<file path="src/rtl/spi_pkg.sv">
`default_nettype none
// ============================================================================
//  Module      : spi_pkg
//  Description : Shared types and constants for the SPI round-robin arbiter.
//  Revision    : 1.0 - initial release
// ============================================================================
package spi_pkg;

    // Width of one SPI transfer unit
    localparam int BYTE_W = 8;

    // Arbiter sequencing states
    typedef enum logic [2:0] {
        IDLE    = 3'd0,
        GRANT   = 3'd1,
        FETCH   = 3'd2,
        KICK    = 3'd3,
        WAIT_HI = 3'd4,
        WAIT_LO = 3'd5,
        GAP     = 3'd6,
        FINISH  = 3'd7
    } arb_state_t;

endpackage
`default_nettype wire

</file>
<file path="src/rtl/rr_pick.sv">
`default_nettype none
// ============================================================================
//  Module      : rr_pick
//  Description : Combinational round-robin selector. Returns the first set
//                request bit at or after ptr, wrapping modulo N.
//  Revision    : 1.0 - initial release
// ============================================================================
module rr_pick #(
    parameter int N     = 4,
    parameter int IDX_W = $clog2(N)
) (
    input  logic [N-1:0]     req,
    input  logic [IDX_W-1:0] ptr,
    output logic [N-1:0]     onehot,
    output logic [IDX_W-1:0] idx,
    output logic             any
);

    localparam logic [N-1:0] ONE = N'(1);

    int               pos;
    logic [IDX_W-1:0] cand;

    // Scan from the farthest candidate down to ptr so the nearest set bit wins
    always_comb begin
        pos  = 0;
        cand = '0;
        idx  = '0;
        any  = |req;
        for (int k = N - 1; k >= 0; k--) begin
            pos = int'(ptr) + k;
            if (pos >= N) begin
                pos = pos - N;
            end
            cand = pos[IDX_W-1:0];
            if (req[cand]) begin
                idx = cand;
            end
        end
        onehot = any ? (ONE << idx) : '0;
    end

endmodule
`default_nettype wire

</file>
<file path="src/rtl/spi_rr_arbiter.sv">
`default_nettype none
// ============================================================================
//  Module      : spi_rr_arbiter
//  Description : Shares one SPI byte engine between NUM_REQ requesters with
//                round-robin arbitration. Each grant is a multi-byte burst
//                with the requester's chip select held low throughout.
//  Revision    : 1.0 - initial release
// ============================================================================
module spi_rr_arbiter
    import spi_pkg::*;
#(
    parameter int NUM_REQ = 4,
    parameter int LEN_W   = 4,
    parameter int GAP_CYC = 2,
    parameter int BUSY_TO = 16
) (
    input  logic                      clk,
    input  logic                      rst_n,
    input  logic [NUM_REQ-1:0]        req,
    input  logic [NUM_REQ*LEN_W-1:0]  req_len,
    input  logic [NUM_REQ*BYTE_W-1:0] tx_data,
    input  logic [NUM_REQ-1:0]        tx_valid,
    output logic [NUM_REQ-1:0]        tx_ready,
    output logic [NUM_REQ-1:0]        gnt,
    output logic [NUM_REQ-1:0]        cs_n,
    output logic [NUM_REQ-1:0]        done,
    output logic                      err,
    output logic                      m_start,
    output logic [BYTE_W-1:0]         m_data,
    input  logic                      m_busy
);

    localparam int IDX_W = $clog2(NUM_REQ);
    localparam int TMO_W = $clog2(BUSY_TO + 1);
    localparam int GAP_W = $clog2(GAP_CYC + 1);
    localparam logic [NUM_REQ-1:0] ONE = NUM_REQ'(1);

    arb_state_t       state;
    logic [IDX_W-1:0] ptr;
    logic [IDX_W-1:0] idx;
    logic [LEN_W-1:0] len_lat;
    logic [LEN_W-1:0] byte_cnt;
    logic [TMO_W-1:0] tmo_cnt;
    logic [GAP_W-1:0] gap_cnt;

    logic [NUM_REQ-1:0] pick_onehot;
    logic [IDX_W-1:0]   pick_idx;
    logic               pick_any;
    logic [NUM_REQ-1:0] idx_onehot;

    assign idx_onehot = ONE << idx;

    rr_pick #(
        .N     (NUM_REQ),
        .IDX_W (IDX_W)
    ) u_pick (
        .req    (req),
        .ptr    (ptr),
        .onehot (pick_onehot),
        .idx    (pick_idx),
        .any    (pick_any)
    );

    // Burst sequencer; every output is a register updated here
    always_ff @(posedge clk or negedge rst_n) begin
        if (!rst_n) begin
            state    <= IDLE;
            ptr      <= '0;
            idx      <= '0;
            len_lat  <= '0;
            byte_cnt <= '0;
            tmo_cnt  <= '0;
            gap_cnt  <= '0;
            gnt      <= '0;
            cs_n     <= '1;
            tx_ready <= '0;
            done     <= '0;
            err      <= 1'b0;
            m_start  <= 1'b0;
            m_data   <= '0;
        end else begin
            // Pulse outputs default low every cycle
            tx_ready <= '0;
            done     <= '0;
            err      <= 1'b0;
            m_start  <= 1'b0;
            case (state)
                IDLE: begin
                    if (pick_any) begin
                        idx     <= pick_idx;
                        len_lat <= req_len[pick_idx*LEN_W +: LEN_W];
                        gnt     <= pick_onehot;
                        cs_n    <= ~pick_onehot;
                        state   <= GRANT;
                    end
                end
                GRANT: begin
                    byte_cnt <= len_lat;
                    // A zero-length burst still consumes the turn
                    state    <= (len_lat == '0) ? FINISH : FETCH;
                end
                FETCH: begin
                    if (tx_valid[idx]) begin
                        tx_ready <= idx_onehot;
                        m_data   <= tx_data[idx*BYTE_W +: BYTE_W];
                        m_start  <= 1'b1;
                        state    <= KICK;
                    end
                end
                KICK: begin
                    // The m_start cycle counts as the first timeout cycle
                    tmo_cnt <= TMO_W'(1);
                    state   <= WAIT_HI;
                end
                WAIT_HI: begin
                    if (m_busy) begin
                        state <= WAIT_LO;
                    end else if (tmo_cnt >= TMO_W'(BUSY_TO - 1)) begin
                        err   <= 1'b1;
                        state <= FINISH;
                    end else begin
                        tmo_cnt <= tmo_cnt + TMO_W'(1);
                    end
                end
                WAIT_LO: begin
                    if (!m_busy) begin
                        if (byte_cnt != '0) begin
                            byte_cnt <= byte_cnt - LEN_W'(1);
                        end
                        gap_cnt <= '0;
                        state   <= GAP;
                    end
                end
                GAP: begin
                    if (gap_cnt == GAP_W'(GAP_CYC - 1)) begin
                        state <= (byte_cnt != '0) ? FETCH : FINISH;
                    end else begin
                        gap_cnt <= gap_cnt + GAP_W'(1);
                    end
                end
                FINISH: begin
                    gnt   <= '0;
                    cs_n  <= '1;
                    done  <= idx_onehot;
                    ptr   <= (idx == IDX_W'(NUM_REQ - 1)) ? '0 : idx + IDX_W'(1);
                    state <= IDLE;
                end
                default: begin
                    state <= IDLE;
                end
            endcase
        end
    end

endmodule
`default_nettype wire
</file>
<file path="config.mk">
export PLATFORM = sky130hd
export DESIGN_NAME = spi_rr_arbiter
export DESIGN_NICKNAME = d
export VERILOG_FILES = /design/src/rtl/spi_pkg.sv /design/src/rtl/rr_pick.sv /design/src/rtl/spi_rr_arbiter.sv
export SDC_FILE = /design/constraint.sdc
export NUM_CORES = 1
export LEC_CHECK = 0
export BUFFER_PORTS_ARGS = -buffer_cell sky130_fd_sc_hd__clkbuf_2
export CORE_ASPECT_RATIO = 0.8
export CORE_UTILIZATION = 46
export DETAILED_ROUTE_END_ITERATION = 8
export GPL_ROUTABILITY_DRIVEN = 0
export PLACE_DENSITY = 0.76
export SYNTH_ARGS = -nofsm -noshare
export SYNTH_HDL_FRONTEND = slang
export SYNTH_SLANG_ARGS = --single-unit
</file>
<file path="constraint.sdc">
create_clock -name clk -period 2 [get_ports clk]
set_clock_uncertainty 0.05 [all_clocks]
set_input_delay 0.4 -clock clk [delete_from_list [all_inputs] [get_ports clk]]
set_output_delay 0.4 -clock clk [all_outputs]
set_load 0.05 [all_outputs]
</file>
==> After elaboration in Yosys (flattened, before gate mapping) <==
Cells that the tools add are included.
{ "totals": {"word_cells": 123, "ff_bits": 48, "inputBits": 59, "output_inout_bits": 26} }
{ "classes": {"magnitude_cmp": 10, "reduce_logical": 15, "n_eq_ne": 18, "mux": 50, "n_bitwise": 1, "n_addsub": 11, "shift": 4} }
{ "ops": {"columns": ["cell", "count"], "rows": [
  ["$mux 4", 8],
  ["$shiftx 32x6->8", 1],
  ["$mux 3", 8],
  ["$pmux 3 s8", 1],
  ["$pmux 4 s2", 3],
  ["$mux 2", 11],
  ["$ne 2x2->1 const B", 8],
  ["$shiftx 16x5->4", 1],
  ["$lt 2x3->1 const B", 5],
  ["$eq 3x3->1 const B", 4],
  ["$bmux 1 s2", 5],
  ["$mux 1", 10],
  ["$mux 5", 2],
  ["$pmux 5 s2", 1],
  ["$ge 3x3->1 const B", 3],
  ["$reduce_and 3->1", 3],
  ["$reduce_bool 2->1", 4],
  ["$shl 1x2->4 const A", 2],
  ["$sub 2x1->2 const B", 4],
  ["$add 2x2->3 const B", 2],
  ["$eq 3x2->1 const B", 2],
  ["$reduce_and 2->1", 3],
  ["$add 5x1->5 const B", 1],
  ["$ge 5x4->1 const B", 1],
  ["15 further kinds", 16]
]} }

==> Longest topological paths before layout <==
{ "logic_depth": {"word_depth": 14, "ltp_mapped": 8, "ltp_nobuf": 8} }

==> Modules after synthesis <==
A second synthesis with hierarchy kept.
{ "hier_totals": {"hier_cells": 244, "hier_area_um2": 2742.6} }
{ "modules_own_cells": {"columns": ["module", "n_inst", "area_per_inst_um2", "seq_area_each_um2", "cells_each"], "rows": [
  ["spi_rr_arbiter", 1, 2532.4, 1206.2, 215],
  ["rr_pick", 1, 210.2, 0.0, 29]
]} }

==> Worst setup path after synthesis <==
No wires, ideal clock.
{ "synth_timing": {"kind": "reg2reg", "startpoint": "reg tmo_cnt[0]", "endpoint": "reg state[2]", "synth_period_minus_slack_ps": 2151, "n_path_buf": 0, "setup_slack_ps": -151, "t_arrival_ps": 1977, "setup_ps": 125, "required_time_ps": 1825, "stages_incl_launch_ff": 9, "path_cell_list": "dfrtp_1 > ha_1 > and3_1 > ha_1 > nor2_1 > nand4b_1 > a221o_1 > nand4b_1 > mux2_2"} }
{ "synth_via": {"elab_chain_cells": 3} }
{ "synth_rtl": {"columns": ["item", "line_no", "rtl"], "rows": [
  ["from (decl)", "spi_rr_arbiter.sv:43", "logic [TMO_W-1:0] tmo_cnt;"],
  ["from (signal assigned)", "spi_rr_arbiter.sv:122", "tmo_cnt <= tmo_cnt + TMO_W'(1);"],
  ["$ge 5x4->1", "spi_rr_arbiter.sv:118", "end else if (tmo_cnt >= TMO_W'(BUSY_TO - 1)) begin"],
  ["$ne 3x3->1 (no line)", null, null],
  ["$reduce_and 5->1 (no line)", null, null],
  ["to (signal assigned)", "spi_rr_arbiter.sv:100", "state <= (len_lat == '0) ? FINISH : FETCH;"],
  ["to (signal assigned)", "spi_rr_arbiter.sv:136", "state <= (byte_cnt != '0) ? FETCH : FINISH;"],
  ["to (decl)", "spi_rr_arbiter.sv:38", "arb_state_t state;"]
]} }
No other way between the ends.
A chain may end at the register's enable or synchronous reset.

==> Worst setup path after layout <==
{ "layout_timing": {"startpoint": "reg tmo_cnt[1]", "endpoint": "reg state[2]"} }
Same word-level chain as after synthesis.

==> results.sh <==
export IMPL_outcome="finished, violations left"
export IMPL_violations="setup timing"
export IMPL_layout_drive_gt1_share=0.470
export IMPL_ys_seq_elements=48
export IMPL_syn_nets=309
export IMPL_clock_path_buffers=2
export IMPL_synthDominantCellAreaShare=0.417
export IMPL_hold_viol=0
export IMPL_synth_commonest_cells="dfrtp_1 (44), nor2_1 (22), nand2_1 (19), a21oi_1 (12), o21ai_0 (12)"
export IMPL_synth_largest_area_cell="dfrtp_1"
export IMPL_vias_per_cell=5.39
export IMPL_crit_path_start_kind="flop"
export IMPL_syn2layout_area_growth_pct=33.3
export IMPL_p_leak_nw=1.67
export IMPL_insertion_delay_ns=0.31
export IMPL_grt_max_degree=49
export IMPL_finalWorstSetupSlack_ns=-0.0511
export IMPL_synth_ff_type="dfrtp_1"
export IMPL_coreArea_sq_mm=0.00550
export IMPL_numCtsBuffers=5
export IMPL_worst_slew_margin_rel=0.457
export IMPL_synth_distinct_cells=52
export IMPL_grt_setup_unrepaired="true"
export IMPL_yosys_warnings=0
export IMPL_drc=0
export IMPL_place_ws_ns=-0.0920
export IMPL_hpwlAfterDp_mm=4.79
export IMPL_grt_util_all_layers=0.217
export IMPL_clock_power_share=0.143
export IMPL_power_switching_mw=2.23
export IMPL_p_sw_frac=0.444
export IMPL_syn_inst=241
export IMPL_die_y_microns=69.8
export IMPL_htreeDepth=2
export IMPL_p_per_area_mw_per_mm2=1430
export IMPL_die_x_microns=86.7
export IMPL_p_int_mw=2.79
export IMPL_pin_count=85
export IMPL_cp_arrival_ns=2.20
export IMPL_first_iter_violations=139
export IMPL_pwr_share_seq=0.314
export IMPL_hp_class="in2async"
export IMPL_syn_area_per_cell_sq_um=11.0
export IMPL_min_period_over_period=1.03
export IMPL_cts_root_buf="clkbuf_8"
export IMPL_crit_required_ns=2.15
export IMPL_start_util=0.481
export IMPL_core_rowCount=24
export IMPL_clock_sinks=48
export IMPL_num_antenna_cells=0
export IMPL_dieArea_sq_mm=0.00605
export IMPL_async_flop_share=1.00
export IMPL_peakVddDrop_v=0.000808
export IMPL_critPathKind="reg2reg"
export IMPL_yosysSeqAreaShare=0.457
export IMPL_clkTransAtPathRegs_ns=0.09
export IMPL_wire_per_inst_microns=15.3
export IMPL_netlist_top_cells_area="dfrtp_1 (42%), mux4_2 (7.7%), ha_1 (4.3%), dfstp_2 (4.0%), mux2_2 (3.8%)"
export IMPL_final_setup_viol_count=1
export IMPL_cts_tree="yes"
export IMPL_ant_nets=0
export IMPL_fmax_mhz=488
export IMPL_first_pass_iters=6
export IMPL_fin_setup_tns_ns=-0.0511
export IMPL_grt_pass1_wl_mm=10.0
export IMPL_drt_wl_total_mm=6.56
export IMPL_syn_cell_area_sq_mm=0.00264
export IMPL_end_kind="flop"
export IMPL_antenna_found_initial=0
export IMPL_cts_hold_repair_buffers=0
export IMPL_portBuffers=84
export IMPL_vias=2311
export IMPL_grt_overflow=0
export IMPL_grt_pass1_vias=2158
export IMPL_maxCapViolations=0
export IMPL_pwr_share_comb=0.543
export IMPL_synth_most_common_cell="dfrtp_1"
export IMPL_synth_edf_count=0
export IMPL_fin_crit_ns=2.05
export IMPL_fin_nets=418
export IMPL_tightestPinTransition_ns=0.811
export IMPL_path_max_fanout=2
export IMPL_maxSlewViolCount=0
## metal layers
| metal | routed length, microns | share of wire | vias up | GRT usage |
|---|---|---|---|---|
| met2 | 3240 | 0.49 | 79 | 0.357 |
| li1 | - | - | 1104 | - |
| met4 | 119 | 0.018 | 0 | 0.0722 |
| met5 | 0 | 0 | - | 0 |
| met3 | 255 | 0.039 | 15 | 0.0405 |
| met1 | 2950 | 0.45 | 1113 | 0.289 |
## what timing repair did
item                                    in CTS  in global routing
pin swaps                                    3                  4
endpoints found under the setup margin       3                 22
buffers inserted                             2                  3
gates resized for setup                      3                 10
## logic make-up after synthesis
kind of cell,Yosys count,share of synthesized area
buf+inv,21,0.0374
flops,48,0.457
simple gates,88,0.185
fa+ha+maj,9,0.0426
compound gates,54,0.152
mux,21,0.126
## worst max-delay path, cell delays in order (launching register included)
cell	delay, ns
dfrtp_1	0.39
ha_2	0.19
and3_4	0.18
ha_4	0.15
nor2_4	0.08
nand4b_1	0.13
a221o_1	0.35
nand4b_1	0.12
mux2_4	0.30
## worst paths after layout
check | from | to | slack [ns] | cells past startpoint
setup / recovery | tmo_cnt[1] | state[2] | -0.05 | 8
hold / removal | rst_n | gnt[1] | 0.13 | 2
setup reg to reg | tmo_cnt[1] | state[2] | -0.05 | 8
hold reg to reg | gnt[3] | gnt[3] | 0.46 | 1
max in group asynchronous | rst_n | state[0] | 1.36 | 2
min in group clk | req_len[7] | len_lat[3] | 0.29 | 3
## flip-flops by register name, indices dropped and copies added, names as in the netlist
name / count
m_data: 8
tmo_cnt: 5
byte_cnt: 4
cs_n: 4
done: 4
gnt: 4
len_lat: 4
tx_ready: 4
state: 3
gap_cnt: 2
idx: 2
ptr: 2
err: 1
m_start: 1
## power groups by stage
stage          Combinational (mW)  Sequential (mW)  Clock [mW]
5_1_grt                      2.92             1.62       0.755
6_report                     2.72             1.57       0.720
2_1_floorplan                1.35             2.10           0
4_1_cts                      2.65             1.56       0.726
3_3_place_gp                 2.53             1.57           0
3_5_place_dp                 2.61             1.57           0
## stage by stage
step / std cells / util / cell area [sq um] / power (mW) / hold WS, ns
after floorplan: 241 / - / 2670 / 3.45 / 0.0544
final: 429 / 0.641 / 3520 / 5.02 / 0.125
after global routing: 429 / 0.641 / 3520 / 5.29 / 0.188
after CTS: 426 / 0.628 / 3450 / 4.93 / 0.154
after detailed placement: 416 / 0.603 / 3310 / 4.18 / 0.436
after global placement: 416 / 0.603 / 3310 / 4.10 / 0.434
## layout make-up
| class | count | area [sq um] |
|---|---|---|
| Inverter | 9 | 33.8 |
| Tap cell | 78 | 97.6 |
| Multi-Input combinational cell | 172 | 1420 |
| Clock inverter | 3 | 47.5 |
| Timing Repair Buffer | 114 | 646 |
| Clock buffer | 5 | 68.8 |
| Fill cell | 456 | 1970 |
| Sequential cell | 48 | 1210 |
## layout by cell type (no fill, tap or decap), types with 3 or more instances in the layout
master / synthesis / final
nor2_1: 22 / 21
mux2i_1: 3 / 3
a21o_1: 3 / 3
a22o_1: 3 / 3
nand2_1: 19 / 19
mux2_2: 9 / 8
mux4_2: 9 / 9
o21ai_0: 12 / 12
nor3_1: 4 / 3
buf_4: 2 / 30
and2_1: 10 / 10
nor4b_1: 5 / 3
ha_1: 9 / 7
dfrtp_1: 44 / 44
clkbuf_8: 0 / 5
a21oi_1: 12 / 12
nor3b_1: 3 / 3
inv_1: 9 / 9
clkbuf_2: 0 / 84
dfstp_2: 4 / 4
a311oi_1: 4 / 4
Power figures use the tool's default switching activity.
